===== config.mk =====
export PLATFORM = sky130hd
export DESIGN_NAME = psum_accum_drain
export DESIGN_NICKNAME = d
export VERILOG_FILES = /design/src/rtl/psum_accum_drain.sv
export SDC_FILE = /design/constraint.sdc
export NUM_CORES = 1
export LEC_CHECK = 0
export BUFFER_PORTS_ARGS = -buffer_cell sky130_fd_sc_hd__buf_2
export CORE_MARGIN = 2
export CORE_UTILIZATION = 50
export DETAILED_ROUTE_END_ITERATION = 6
export HOLD_SLACK_MARGIN = 0.12
export PLACE_DENSITY_LB_ADDON = 0.05
export SETUP_SLACK_MARGIN = 0.1
export SLEW_MARGIN = 20
export SYNTH_ARGS = -nofsm -noshare
export SYNTH_HDL_FRONTEND = slang
export SYNTH_SLANG_ARGS = --single-unit

===== constraint.sdc =====
create_clock -name clk -period 3.5 [get_ports clk]
set_input_delay 0.7 -clock clk [delete_from_list [all_inputs] [get_ports clk]]
set_output_delay 0.7 -clock clk [all_outputs]
set_load 0.005 [all_outputs]

===== src/rtl/psum_accum_drain.sv =====
// psum_accum_drain: accumulates PASSES consecutive 16-bit partial sums from the
// last PE into one ACC_W-bit result, buffers results in a DEPTH-entry FIFO and
// drains them over a valid/ready handshake.
//
// Optional feature macro: PSUM_SAT_EN
//   defined   -> every addition saturates at 2^ACC_W-1 and sets sticky sat_flag
//   undefined -> additions wrap mod 2^ACC_W, sat_flag stays 0
//
// state | meaning
// ------+--------------------------------------------
// IDLE  | pass_idx==0, no partial sum held
// ACCUM | a partial sum is held in acc
module psum_accum_drain #(
  parameter int PASSES = 3,
  parameter int DEPTH  = 4,
  parameter int ACC_W  = 20
) (
  input  logic                     clk,
  input  logic                     clear,
  input  logic [15:0]              psum_in,
  input  logic                     psum_valid,
  output logic                     psum_ready,
  input  logic                     flush,
  output logic [ACC_W-1:0]         res_out,
  output logic                     res_valid,
  input  logic                     res_ready,
  output logic [$clog2(DEPTH):0]   count,
  output logic                     sat_flag
);

  localparam int PW = $clog2(DEPTH);
  localparam int CW = PW + 1;
  localparam int IW = (PASSES > 1) ? $clog2(PASSES) : 1;
  localparam logic [IW-1:0] LAST_IDX = IW'(PASSES - 1);

  typedef enum logic {IDLE, ACCUM} state_t;

  state_t           state;
  logic [ACC_W-1:0] acc;
  logic [IW-1:0]    pass_idx;
  logic [ACC_W-1:0] mem [DEPTH];
  logic [PW-1:0]    wr_ptr;
  logic [PW-1:0]    rd_ptr;

  logic             accept;
  logic             do_flush;
  logic             group_done;
  logic             push;
  logic             pop;
  logic [ACC_W-1:0] base;
  logic [ACC_W-1:0] sum;
  logic             sat_hit;
  logic [ACC_W-1:0] push_data;

  assign psum_ready = (count != CW'(DEPTH));
  assign res_valid  = (count != '0);
  // Head is only meaningful while valid; show zero otherwise so a cleared block reads 0.
  assign res_out    = res_valid ? mem[rd_ptr] : '0;

  assign accept   = psum_valid && psum_ready;
  // flush is only honoured while the block can accept; the sender holds it otherwise.
  assign do_flush = flush && psum_ready;
  assign pop      = res_valid && res_ready;
  assign base     = (state == ACCUM) ? acc : '0;

`ifdef PSUM_SAT_EN
  logic [ACC_W:0] sum_wide;
  assign sum_wide = {1'b0, base} + (ACC_W+1)'(psum_in);
  assign sat_hit  = sum_wide[ACC_W];
  assign sum      = sat_hit ? '1 : sum_wide[ACC_W-1:0];
`else
  assign sat_hit  = 1'b0;
  assign sum      = base + ACC_W'(psum_in);
`endif

  assign group_done = (PASSES == 1) || ((state == ACCUM) && (pass_idx == LAST_IDX));
  // A flush with an accept folds the new psum in first; a lone flush closes the held partial.
  assign push       = (accept && (group_done || do_flush)) ||
                      (do_flush && !accept && (state == ACCUM));
  assign push_data  = accept ? sum : acc;

  // Group FSM: tracks pass position and the running partial sum.
  always_ff @(posedge clk) begin
    if (clear) begin
      state    <= IDLE;
      acc      <= '0;
      pass_idx <= '0;
      sat_flag <= 1'b0;
    end else begin
      if (push) begin
        state    <= IDLE;
        pass_idx <= '0;
      end else if (accept) begin
        state    <= ACCUM;
        acc      <= sum;
        pass_idx <= pass_idx + 1'b1;
      end
      if (accept && sat_hit) begin
        sat_flag <= 1'b1;
      end
    end
  end

  // Result storage; left unreset so it can map onto plain RAM.
  always_ff @(posedge clk) begin
    if (!clear && push) begin
      mem[wr_ptr] <= push_data;
    end
  end

  // FIFO pointers and occupancy.
  always_ff @(posedge clk) begin
    if (clear) begin
      wr_ptr <= '0;
      rd_ptr <= '0;
      count  <= '0;
    end else begin
      if (push) begin
        wr_ptr <= wr_ptr + 1'b1;
      end
      if (pop) begin
        rd_ptr <= rd_ptr + 1'b1;
      end
      case ({push, pop})
        2'b10:   count <= count + 1'b1;
        2'b01:   count <= count - 1'b1;
        default: count <= count;
      endcase
    end
  end

endmodule


## After elaboration in Yosys (flattened, before gate mapping)

Memories as Yosys holds them, arrays and structs flattened. A register that Yosys moved wholly into a read port is not among the register bits.
Index checks and enable logic that the tools add are counted.

| word-level totals | value |
|---|---|
| output and inout bits | 26 |
| memories kept | 1 |
| ROM bits | 0 |
| latch bits | 0 |
| word-level logic and storage cells | 40 |
| register bits | 30 |
| input port bits | 21 |
| bits in writable memories | 80 |

Memories:

| name | words | width | read ports | clocked after memory_dff | write ports | RTL line | RTL |
|---|---|---|---|---|---|---|---|
| mem | 4 | 20 | 1 | 1 | 1 | 41 | `logic [ACC_W-1:0] mem [DEPTH];` |

| cells by class | value |
|---|---|
| equal/unequal tests | 4 |
| div/mod/pow operators | 0 |
| reductions and logical operators | 15 |
| shifts and indexed selects | 0 |
| mux-type cells | 8 |
| multipliers | 0 |
| add/sub/neg operators | 6 |
| bitwise gates (word level) | 0 |
| magnitude comparators | 0 |

Operator list:

| kind | count |
|---|---|
| 2-to-1 mux 20 bit | 3 |
| adder 20 x 16 -> 20 bit | 1 |
| logical AND 1 bit | 8 |
| adder 2 x 1 -> 2 bit (second input constant) | 3 |
| one-hot mux 3 bit (2 select lines) | 1 |
| == test 2 bit (second input constant) | 2 |
| 2-to-1 mux 2 bit | 2 |
| adder 3 x 1 -> 3 bit (second input constant) | 1 |
| != test 3 bit (second input constant) | 1 |
| nonzero test 3 bit | 1 |
| subtractor 3 x 1 -> 3 bit (second input constant) | 1 |
| == test 2 x 1 -> 1 bit (second input constant) | 1 |
| zero test 1 bit | 2 |
| logical OR 1 bit | 2 |
| 2-to-1 mux 1 bit | 2 |
| nonzero test 2 bit | 1 |
| OR reduction 2 bit | 1 |

## Logic depth before layout (Yosys ltp)

| logic depth | value |
|---|---|
| depth in word-level cells | 9 |
| mapped depth | 13 |
| gate-level depth less buffers | 12 |

## Least setup slack after synthesis

OpenSTA, ideal clock, no wires.

| timing | value |
|---|---|
| kind | register -> register |
| start point | register state |
| end point | memory mem[0][16] (data pin) |
| arrival time | 2.717 ns |
| clock period less this slack | 2.989 ns |
| path slack | 0.511 ns |
| data required time | 3.228 ns |
| cell stages (with the launch flop) | 13 |
| setup time | 0.272 ns |
| buffers on the path | 2 |
| cells stage by stage | dfxtp_1 clkbuf_1 clkbuf_1 and2_1 ha_1 inv_1 fa_1 nor2b_1 o2111ai_1 a21oi_1 o21bai_4 and4_1 a221o_1 |

| on the way | value |
|---|---|
| cells in the longest elaborated chain, start to end | 3 |

RTL lines:

| item | RTL line | RTL |
|---|---|---|
| start: declaration | 38 | `state_t state;` |
| start signal: assignment | 85 | `state <= IDLE;` |
| start signal: assignment | 91 | `state <= IDLE;` |
| start signal: assignment | 94 | `state <= ACCUM;` |
| 2-to-1 mux 20 bit | 64 | `assign base = (state == ACCUM) ? acc : '0;` |
| adder 20 x 16 -> 20 bit | 73 | `assign sum = base + ACC_W'(psum_in);` |
| 2-to-1 mux 20 bit | - |  |
| via push_data[16] | 53 | `logic [ACC_W-1:0] push_data;` |
| end: declaration | 41 |  |

The timed path passes the listed nets, and every way through them passes these cells.

## Worst setup path in the final report

| timing | value |
|---|---|
| start point | register state |
| end point | memory mem[0][19] (data pin) |

Same word-level chain as after synthesis.

==> impl_metrics.toml <==
[grt]
overflow = 0
grt_pass1_wl_um = 20100
grt_max_degree = 33
grt_use_total_pct = 20.9
antenna_found_initial = 0
grt_pass1_vias = 3813

[timing]
rsz0062_at_grt = "no"
timing.fmax_ghz = 0.316
finalCriticalPeriod_ps = 3160
finalHoldViolations = 0
setup_violations = 0
finalSetupTns_ps = 0
fin_skew_ps = 11.8
worst_slew_pin_slew_ps = 1000
relSlewSlack_pct = 33.3
fin_crit_sh_pct = 90.3
maxSlewViolCount = 0

[worst_setup_path]
r2r-end = "mem[0][19]"
startpoint = "state"
crit_type = "register to register"
critical_path_arrival_ps = 3240
worst_setup_path_start_kind = "register"
reg2reg_depth = 9
worstPathMaxFanout = 15
reg2reg_from = "state"
endpoint_kind = "register"
cp-endpoint = "mem[0][19]"
cp.required_ps = 3570
rrSetupSlack_ps = 340

[power_and_ir_drop]
power_density_mw_per_mm2 = 598
comb_power_share_pct = 28.8
power_frac_seq_pct = 42.5
peakVddDrop_mv = 0.305
p_int_mw = 2.69
switchingPower_mw = 1.14
switching_share_pct = 29.8
p_leak_nw = 2.45
pwr-share-clk_pct = 28.6

[final_layout]
layout-drive-gt1-share_pct = 18.3
fill_cells = 997
multi_input_area_mm2 = 0.00250
fin_cells = 684
nets = 581
utilization_pct = 56.5
area_growth_pct = 11.6
antenna_cells = 0
regArea_mm2 = 0.00304

[routing]
drt-initial-drc-count = 293
vias_per_cell = 5.75
remaining_drc_errors = 0
drtAntennaViolNets = 0
drt-pass1-iter-count = 4
wl_per_cell_um = 17.8
vias = 3931
routed_wl_um = 12200

[floorplanning]
core_mm2 = 0.0113
rows = 39
die_y_um = 111
dieArea_mm2 = 0.0123
initial_utilization_pct = 50.6
dieWidth_um = 111
pin_count = 47

[synth]
yosys.area.top_type_share_pct = 41.9
syn-cell-area_mm2 = 0.00573
yosys_warnings = 0
syn_area_per_cell_um2 = 11.4
synthArstFlopShare_pct = 0
synth_enable_flop_cells = 80
ys_ff_latch = 112
synth_common_cells = "edfxtp_1 (80), nand2_1 (51), and2_1 (44)"
synth_nets = 546
synth_cell_types = 53
seq_area_frac_synth_pct = 53.1
syn_inst = 501
synthTopCellsByArea = "edfxtp_1 (42%), dfxtp_1 (11%), mux4_2 (7.9%), and2_1 (4.8%), ha_1 (4.8%)"
yosys.area.top_type = "edfxtp_1"
synthMostInstantiatedCell = "edfxtp_1"
synth_flop_cell = "edfxtp_1"

[clock_network]
htree_levels = 3
cts_buffer_depth = 2
clk_pin_slew_ps = 80
postCtsSetupBuffers = 0
clock-sinks = 112
cts_tree = "built"
clock_latency_ps = 350
cts_root_buf = "clkbuf_16"
cts_resized = 0
cts_hold_buf = 0
cts_buffers = 9

[place]
dpl.hpwl_um = 8250
placedCellCount = 668
portBuffers = 45
globalplace.congestion = 0.901

[worst_hold_path]
min_from = "acc[8]"
hold_path_class = "register to register"

[run_status]
outcome = "finished clean"

[run]
drv_cap = 0
[layout by cell type, fill, tap and decap left out, drive strengths merged, types with 3 or more instances in the layout]
cell type / n
buf: 55
dfxtp: 32
xor2: 5
nor2: 24
or3: 8
o211a: 3
ha: 22
nand4: 8
nand3: 17
a21o: 9
a21oi: 26
xnor2: 5
nor3: 11
and3: 6
clkbuf: 11
a31o: 5
nand2b: 6
mux4: 20
a211o: 4
edfxtp: 80
a31oi: 9
o21a: 5
o21ai: 27
nand2: 51
and2: 44
inv: 18
[per-layer routing]
| layer | GRT usage, % | share of wire [%] | vias to the layer above |
|---|---|---|---|
| met5 | 0 | 0 | - |
| met4 | 6.34 | 1.0 | 0 |
| met3 | 2.41 | 5.0 | 9 |
| met2 | 33.8 | 47 | 94 |
| met1 | 29.9 | 47 | 1902 |
| li1 | - | - | 1926 |
[worst min-delay path by stage]
stage	cells after the start	endpoint	slack, ps
after floorplan	2	acc[11]	440
after global placement	2	acc[1]	460
after detailed placement	2	acc[12]	460
after CTS	2	acc[8]	470
after global routing	2	acc[8]	490
final	2	acc[8]	480
[stage by stage]
stage / power (mW) / hold WS, ps / cell area [um^2] / setup WS [ps]
2_1_floorplan: 2.41 / 445 / 5730 / 511
3_3_place_gp: 2.76 / 456 / 6070 / 455
3_5_place_dp: 2.78 / 463 / 6070 / 406
4_1_cts: 3.87 / 475 / 6390 / 368
5_1_grt: 4.07 / 491 / 6400 / 120
6_report: 3.83 / 477 / 6400 / 338
[sequential cells by signal, indices dropped and copies added, names as in the netlist, named ones only]
name      count
state         1
acc          20
mem          80
rd_ptr        2
pass_idx      2
wr_ptr        2
count         3
[cell type report]
cell class                      count  area share (%)
Tap cell                          143            2.80
Clock buffer                       11            3.97
Clock inverter                      5            1.06
Timing Repair Buffer               55            4.69
Inverter                           14           0.821
Multi-Input combinational cell    344            39.1
Sequential cell                   112            47.6
[worst max-delay path: stages, from the launching register on]
cell and delay [ps]:
dfxtp_1 630, buf_4 280, and2_1 160, ha_1 230, a21o_1 190, a31o_2 140
a31oi_1 130, a2111oi_0 780, or3_1 230, nand2_1 100
[power groups by stage]
stage	Clock, mW	Combinational (mW)	Sequential, mW
floorplan	0	0.775	1.64
global placement	0	1.11	1.65
detailed placement	0	1.12	1.66
CTS	1.11	1.13	1.63
global route	1.18	1.24	1.64
finish	1.10	1.10	1.63
[kinds of logic (layout without fill, tap and decap cells)]
group | count (synthesis) | after routing | synth area share, %
AO/OA/AOI/OAI | 107 | 107 | 12.3
XOR/XNOR | 10 | 10 | 1.53
adder cells (fa/ha/maj) | 24 | 24 | 5.50
buffers and inverters | 45 | 85 | 3.36
flip-flops | 112 | 112 | 53.1
multiplexers | 21 | 21 | 8.03
other | 1 | 1 | 0.0654
AND/OR/NAND/NOR | 181 | 181 | 16.1
No activity file was read; power rests on OpenSTA's default activity.
